## config.mk

```make
export PLATFORM = sky130hd
export DESIGN_NAME = sign_class_arbiter
export DESIGN_NICKNAME = d
export VERILOG_FILES = /design/src/rtl/sign_class_pkg.sv /design/src/rtl/sign_classifier.sv /design/src/rtl/sign_class_arbiter.sv
export SDC_FILE = /design/constraint.sdc
export NUM_CORES = 1
export LEC_CHECK = 0
export ABC_AREA = 0
export CAP_MARGIN = 20
export CORE_ASPECT_RATIO = 0.5
export CORE_MARGIN = 2
export CORE_UTILIZATION = 35
export CTS_BUF_LIST = sky130_fd_sc_hd__clkbuf_2 sky130_fd_sc_hd__clkbuf_4 sky130_fd_sc_hd__clkbuf_8
export CTS_CLUSTER_DIAMETER = 40
export CTS_CLUSTER_SIZE = 24
export DETAILED_ROUTE_END_ITERATION = 10
export GPL_TIMING_DRIVEN = 0
export PLACE_DENSITY_LB_ADDON = 0.12
export SLEW_MARGIN = 5
export SYNTH_ARGS = -nofsm -noshare
export SYNTH_HDL_FRONTEND = slang
export SYNTH_SLANG_ARGS = --single-unit
export TNS_END_PERCENT = 20
```

## constraint.sdc

```tcl
create_clock -name clk -period 8.1 [get_ports clk]
set_input_delay 2.43 -clock clk [delete_from_list [all_inputs] [get_ports clk]]
set_output_delay 2.43 -clock clk [all_outputs]
set_load 0.005 [all_outputs]
```

## src/rtl/sign_class_pkg.sv

```systemverilog
// Shared types and default widths for the sign-classification arbiter slice.
package sign_class_pkg;

  localparam int DEF_NUM_REQ = 4;
  localparam int DEF_DATA_W  = 16;
  localparam int DEF_CNT_W   = 8;

  typedef enum logic [1:0] {SC_ZERO, SC_POS, SC_NEG} sign_class_e;

  typedef enum logic [1:0] {ST_IDLE, ST_CLASSIFY, ST_RESP} state_e;

  function automatic sign_class_e flags_to_class(input logic pos, input logic neg);
    if (neg)      return SC_NEG;
    else if (pos) return SC_POS;
    else          return SC_ZERO;
  endfunction

endpackage

```

## src/rtl/sign_classifier.sv

```systemverilog
// Registered sign classifier: one-cycle latency, flags mutually exclusive, both low for zero.
module sign_classifier
  import sign_class_pkg::*;
#(
  parameter int DATA_W = DEF_DATA_W
) (
  input  logic              clk,
  input  logic              rst_n,
  input  logic [DATA_W-1:0] in,
  output logic              positive_flag,
  output logic              negative_flag
);

  always_ff @(posedge clk) begin
    if (!rst_n) begin
      positive_flag <= 1'b0;
      negative_flag <= 1'b0;
    end else begin
      positive_flag <= !in[DATA_W-1] && (|in);
      negative_flag <= in[DATA_W-1];
    end
  end

endmodule

```

## src/rtl/sign_class_arbiter.sv

```systemverilog
// Round-robin arbiter sharing one sign classifier among NUM_REQ requesters,
// with per-requester response handshake and saturating per-class counters.
module sign_class_arbiter
  import sign_class_pkg::*;
#(
  parameter int NUM_REQ = DEF_NUM_REQ,
  parameter int DATA_W  = DEF_DATA_W,
  parameter int CNT_W   = DEF_CNT_W
) (
  input  logic                      clk,
  input  logic                      rst_n,
  input  logic [NUM_REQ-1:0]        req_valid,
  input  logic [NUM_REQ*DATA_W-1:0] req_data,
  output logic [NUM_REQ-1:0]        req_ready,
  output logic [NUM_REQ-1:0]        rsp_valid,
  input  logic [NUM_REQ-1:0]        rsp_ready,
  output logic                      rsp_pos,
  output logic                      rsp_neg,
  output logic                      rsp_zero,
  output logic                      busy,
  output logic [CNT_W-1:0]          pos_cnt,
  output logic [CNT_W-1:0]          neg_cnt,
  output logic [CNT_W-1:0]          zero_cnt
);

  localparam int GNT_W = (NUM_REQ > 1) ? $clog2(NUM_REQ) : 1;

  // First valid requester strictly after last, wrapping around.
  function automatic logic [GNT_W-1:0] rr_pick(input logic [NUM_REQ-1:0] valid,
                                               input logic [GNT_W-1:0]   last);
    logic [GNT_W-1:0] pick;
    logic             found;
    int               idx;
    pick  = '0;
    found = 1'b0;
    for (int off = 1; off <= NUM_REQ; off++) begin
      idx = (int'(last) + off) % NUM_REQ;
      if (!found && valid[idx]) begin
        found = 1'b1;
        pick  = GNT_W'(idx);
      end
    end
    return pick;
  endfunction

  state_e             state_reg, state_next;
  logic [GNT_W-1:0]   gnt_reg, last_grant_reg, pick;
  logic [DATA_W-1:0]  data_reg;
  logic [CNT_W-1:0]   pos_cnt_reg, neg_cnt_reg, zero_cnt_reg;
  logic               pos_flag, neg_flag;
  logic               accept, done, in_resp;
  sign_class_e        rsp_class;

  assign pick      = rr_pick(req_valid, last_grant_reg);
  assign in_resp   = (state_reg == ST_RESP);
  assign rsp_class = flags_to_class(pos_flag, neg_flag);

  always_comb begin
    state_next = state_reg;
    accept     = 1'b0;
    done       = 1'b0;
    case (state_reg)
      ST_IDLE: begin
        if (|req_valid) begin
          accept     = 1'b1;
          state_next = ST_CLASSIFY;
        end
      end
      ST_CLASSIFY: state_next = ST_RESP;
      ST_RESP: begin
        if (rsp_ready[gnt_reg]) begin
          done       = 1'b1;
          state_next = ST_IDLE;
        end
      end
      default: state_next = ST_IDLE;
    endcase
  end

  always_ff @(posedge clk) begin
    if (!rst_n) begin
      state_reg      <= ST_IDLE;
      gnt_reg        <= '0;
      last_grant_reg <= GNT_W'(NUM_REQ - 1);
      data_reg       <= '0;
      pos_cnt_reg    <= '0;
      neg_cnt_reg    <= '0;
      zero_cnt_reg   <= '0;
    end else begin
      state_reg <= state_next;
      if (accept) begin
        gnt_reg  <= pick;
        data_reg <= req_data[pick*DATA_W +: DATA_W];
      end
      if (done) begin
        last_grant_reg <= gnt_reg;
        // Counters stick at all-ones rather than wrapping.
        case (rsp_class)
          SC_POS:  if (pos_cnt_reg  != '1) pos_cnt_reg  <= pos_cnt_reg  + 1'b1;
          SC_NEG:  if (neg_cnt_reg  != '1) neg_cnt_reg  <= neg_cnt_reg  + 1'b1;
          default: if (zero_cnt_reg != '1) zero_cnt_reg <= zero_cnt_reg + 1'b1;
        endcase
      end
    end
  end

  sign_classifier #(.DATA_W(DATA_W)) u_classifier (
    .clk           (clk),
    .rst_n         (rst_n),
    .in            (data_reg),
    .positive_flag (pos_flag),
    .negative_flag (neg_flag)
  );

  for (genvar gi = 0; gi < NUM_REQ; gi++) begin : g_lane
    assign req_ready[gi] = accept && (pick == GNT_W'(gi));
    assign rsp_valid[gi] = in_resp && (gnt_reg == GNT_W'(gi));
  end

  assign rsp_pos  = in_resp && pos_flag;
  assign rsp_neg  = in_resp && neg_flag;
  assign rsp_zero = in_resp && !pos_flag && !neg_flag;
  assign busy     = (state_reg != ST_IDLE);
  assign pos_cnt  = pos_cnt_reg;
  assign neg_cnt  = neg_cnt_reg;
  assign zero_cnt = zero_cnt_reg;

endmodule

```

### After elaboration in Yosys (flattened, before gate mapping)

Cells that the tools add are included.

* flip-flop bits (word level): 48
* logic and storage cells: 109
* output and inout port bits: 36
* input port bits: 74

* mux-type cells: 30
* equality and inequality tests: 15
* order comparisons: 5
* add/subtract/negate cells: 7
* bitwise logic cells: 5
* shifts and indexed selects: 1
* reduce and logical (&&, ||, !) cells: 37

Operator list (count)
* variable part select 64 x 7 -> 16 bit: 1
* adder 8 x 1 -> 8 bit, second input constant: 3
* inequality test 8 bit, second input constant: 3
* two-way mux 1 bit: 17
* logical AND 1 bit: 16
* < comparator 3 x 4 -> 1 bit, second input constant: 4
* OR reduction 16 bit: 1
* two-way mux 2 bit: 7
* equality test 2 bit, second input constant: 6
* binary-select mux 1 bit (select 2 bit): 5
* OR reduction 2 bit: 5
* AND reduction 3 bit: 3
* equality test 2 x 1 -> 1 bit, second input constant: 4
* zero test 1 bit: 6
* zero test 2 bit: 3
* one-hot mux 2 bit (3 select lines): 1
* adder 2 x 1 -> 2 bit, second input constant: 2
* adder 2 bit, second input constant: 2
* bitwise AND 1 bit, first input constant: 4
* OR reduction 4 bit: 1
* < comparator 2 x 3 -> 1 bit, second input constant: 1
* inequality test 2 x 1 -> 1 bit, second input constant: 1
* inequality test 2 bit, second input constant: 1
* AND reduction 2 bit: 1
* other kinds (2): 2

### Longest topological paths before layout

* depth after elaboration: 18
* mapped depth: 7

### Modules after synthesis

A second synthesis with hierarchy kept.

* cells, all modules: 295
* area, all modules: 2657.5 um2

By module, submodules not included
* sign_class_arbiter: times used 1, area an instance 2560.0 um2, cells each 286, seq. area each 920.9 um2
* sign_classifier: times used 1, area an instance 97.6 um2, cells each 9, seq. area each 40.0 um2

### Worst setup path after synthesis

Ideal clock, no wire load.

* path kind: input to output
* start point: input port req_valid[1]
* end point: output port req_ready[2]
* required time: 5.670 ns
* stages: 5
* arrival time: 3.602 ns
* setup slack: 2.068 ns
* path through: or4_1 nand2_1 clkbuf_1 or2_2 nor2_1

* longest elaborated chain between the ends: 15

RTL lines
* from (decl): RTL line sign_class_arbiter.sv:12 `input logic [NUM_REQ-1:0] req_valid,`
* binary-select mux 1 bit (select 2 bit): RTL line sign_class_arbiter.sv:38 `if (!found && valid[idx]) begin`
* two-way mux 1 bit (not written as such) (2 in series): RTL line sign_class_arbiter.sv:38
* two-way mux 1 bit: RTL line sign_class_arbiter.sv:38
* zero test 1 bit: RTL line sign_class_arbiter.sv:38
* logical AND 1 bit: RTL line sign_class_arbiter.sv:38
* two-way mux 1 bit: RTL line sign_class_arbiter.sv:38
* zero test 1 bit: RTL line sign_class_arbiter.sv:38
* logical AND 1 bit: RTL line sign_class_arbiter.sv:38
* two-way mux 1 bit: RTL line sign_class_arbiter.sv:38
* zero test 1 bit: RTL line sign_class_arbiter.sv:38
* logical AND 1 bit: RTL line sign_class_arbiter.sv:38
* two-way mux 2 bit: RTL line sign_class_arbiter.sv:38
* equality test 2 bit: RTL line sign_class_arbiter.sv:116 `assign req_ready[gi] = accept && (pick == GNT_W'(gi));`
* logical AND 1 bit *: RTL line sign_class_arbiter.sv:116
* to (decl): RTL line sign_class_arbiter.sv:14 `output logic [NUM_REQ-1:0] req_ready,`

Mark *: on every way between the ends. The rest lies on a longest branch, timed or not. The select of a mux whose other input is x is not followed.

### Worst setup path after layout

Same ends and word-level chain as after synthesis.

==> metrics.md <==
| Metric | Value |
|---|---|
| Placement Setup Slack | between 800 and 900 ps |
| Clock tree root driver cell | clkbuf_8 |
| Worst r2r path cells | 7 |
| Port bufs | around 110 |
| Syn avg cell area | a little over 8 um^2 |
| Final RePlAce weighted congestion | between 0.8 and 0.9 |
| Fraction of layout cells with a size suffix above 1 | 0.06568 |
| Crit path launch type | primary input |
| Flop pwr share | 0.438 |
| GRT Residual Overflow | 0 |
| Clock Latency Late Sink | about 320 ps |
| ANT cells | 0 |
| Largest stage delay, worst path | between 500 and 600 ps |
| Height of the die | slightly below 70 um |
| Filler cells | roughly 790 |
| Minimum clock period | 7321 ps |
| Max cap viols | 0 |
| Post-DP HPWL | about 6.2 mm |
| Crit. End Element | primary output |
| Initial antenna violation count | 0 |
| CP required | roughly 5700 ps |
| WHS Endpoint | u_classifier.positive_flag$_SDFF_PN0_ |
| Resize count post-CTS | 0 |
| Initial Utilization | 0.3610 |
| GRT Overall Usage | 0.1789 |
| Post-route ant nets | 0 |
| Core area | 8000 um^2 |
| RSZ-0062 raised after global routing | false |
| Status | completed |
| Residual DRC | 0 |
| Wire per inst | ~14 um |
| Fin crit share | 0.9038 |
| Rows | 23 |
| Ranking of synthesized cells by area | dfxtp_1 (33%), mux2i_1 (7.6%), nor3_1 (5.5%) |
| Endpoints failing setup | 0 |
| Vias in the first global route | 2623 |
| Top cell type's share of synthesized area | 0.3328 |
| Cell Area, Synth | 2888 um^2 |
| Max-slew violations | 0 |
| Cell mode on critical path | clkdlybuf4s50_1 |
| Most frequent cells in the layout | clkdlybuf4s50_1 (108), dfxtp_1 (48), nor2_1 (40) |
| Pwr/cell area | approximately 150 nW/um^2 |
| CP Cell Sequence | clkdlybuf4s50_1 > or4_1 > nand2_1 > clkbuf_1 > or2_2 > nor2_1 > clkdlybuf4s50_1 |
| Longest Clk Path Bufs | 2 |
| FFs w/ async S/R, synth | 0 |
| Psw | ~180 uW |
| WHS Path Cells | 1 |
| Worst slew pin tran | approximately 600 ps |
| Clock transition at the registers of the reported paths | 100 ps |
| Synth Net Count | between 400 and 500 |
| Post-synthesis sequential area ratio | 0.3328 |
| Fmax achieved | 0.1366 GHz |
| Clock power frac | 0.304 |
| CTS tree | built |
| Comb pwr share | 0.258 |
| Cell taking the most area after synthesis | dfxtp_1 |
| CTS HTree Levels | 2 |
| Largest net degree at the start of global routing | 16 |
| Worst path bufs/invs | 3 |
| VDD IR max | about 0.094 mV |
| Final worst slack | between 700 and 800 ps |
| CP delay by family, top | buffers and inverters |
| CTS Hold Bufs | 0 |
| Reg2Reg Capture Point | data_reg[1]$_SDFFE_PN0P_ |
| Internal | 436.8 uW |
| Area delta synth->final | 46.49% |
| Crit Path Max Fanout | 10 |
| TNS Setup | 0 ps |
| Yosys cell types | 43 |
| Synth Register Bits | 48 |
| First-pass DRT Iterations | 4 |
| Final WL | 8.029 mm |
| Hold_sp | data_reg[15]$_SDFFE_PN0P_ |
| DR iter-0 viols | 93 |
| Vias | approximately 3000 |
| Final hold vios | 0 |
| Crit path kind | in -> out |
| R2r setup slk | 5990 ps |
| Post-synth EDFFs | 0 |
| Commonest non-fill, non-tap cell in the layout | clkdlybuf4s50_1 |
| Clock Sinks | 48 |
| Post-CTS Setup Repair Bufs | 0 |
| First-pass GRT wire length | between 10 and 15 mm |
| Switching Fraction | 0.2913 |
| Min-Delay Path Class | reg -> reg |
| Vias per cell | between 5 and 6 |
| Synth warnings | 0 |
| # IOs | 110 |
| Max FFs per register | 16 |
| Reg-to-Reg Start | last_grant_reg[1]$_SDFFE_PN1P_ |
| Dominant synthesized flop cell | dfxtp_1 |
| Rel. slew slack | 0.5845 |
| Cell count after synthesis | between 300 and 400 |
| Crit path max-delay cell type | or4_1 |
| Die W | about 130 um |
| Final Skew | between 10 and 15 ps |
| Nets@finish | ~550 |
| DIE AREA | about 9000 um^2 |
| CP arrival | ~4900 ps |
| Leak | 0.001570 uW |
| CTS buffer count | 5 |
-- how the worst max path moves through the flow --
stage,startpoint,endpoint,slack [ps],depth (start not counted)
after CTS,req_valid[1],req_ready[2],790,7
final,req_valid[1],req_ready[2],780,7
after detailed placement,req_valid[1],req_ready[2],800,7
after global placement,req_valid[1],req_ready[2],830,7
after global routing,req_valid[1],req_ready[2],670,7
after floorplan,req_valid[1],req_ready[2],2070,5
-- layout make-up --
type,instances,area [um^2],area share
multi-input cells,262,1728,0.4085
repair buffers,108,1081,0.2555
flip-flops and latches,48,960.9,0.2272
well taps,112,140.1,0.03313
plain buffers,23,112.6,0.02662
inverters,23,86.33,0.02041
clock buffers,6,82.58,0.01952
clock inverters,2,38.79,0.009169
-- power by group through the flow --
stage | registers, uW | logic [uW] | clock network (uW)
after floorplan | 271 | 90.6 | 0
after global placement | 275 | 159 | 0
after detailed placement | 275 | 159 | 0
after CTS | 270 | 160 | 193
after global routing | 273 | 175 | 203
final | 270 | 159 | 187
-- synth_stat cells (4+ instances only) --
cell and number:
xnor2_1 12, a211oi_1 8, or3_1 6, clkbuf_1 13, o21ai_0 6, o211ai_1 8, nand3_1 23, a21oi_1 9
a311oi_1 8, a2111oi_0 15, and2_1 4, nand2_1 31, inv_1 23, mux2i_1 22, nor2_1 40, nor3_1 32
dfxtp_1 48, buf_2 6
-- cells by family after synthesis --
kind of cell / synth area share
AO/OA/AOI/OAI: 0.1837
XOR/XNOR: 0.04550
adder cells (fa/ha/maj): 0.01300
buffers and inverters: 0.06889
flip-flops: 0.3328
multiplexers: 0.08405
AND/OR/NAND/NOR: 0.2721
-- through the flow --
stage	cell area [um^2]	util	power (uW)	hold WS [ps]	cells
floorplan	2888	-	361.9	406.7	356
global placement	4109	0.5136	433.9	453.0	576
detailed placement	4109	0.5136	434.7	452.3	576
CTS	4230	0.5288	622.9	447.3	584
global route	4230	0.5288	650.4	466.3	584
finish	4230	0.5288	616.3	445.0	584
-- routing by layer --
layer,vias up,share of wire,GRT usage
li1,1513,-,-
met1,1357,0.51,0.2446
met2,63,0.44,0.2843
met3,7,0.048,0.04370
met4,0,0.0096,0.04973
met5,-,0,0
(Power assumes the default switching activity.)
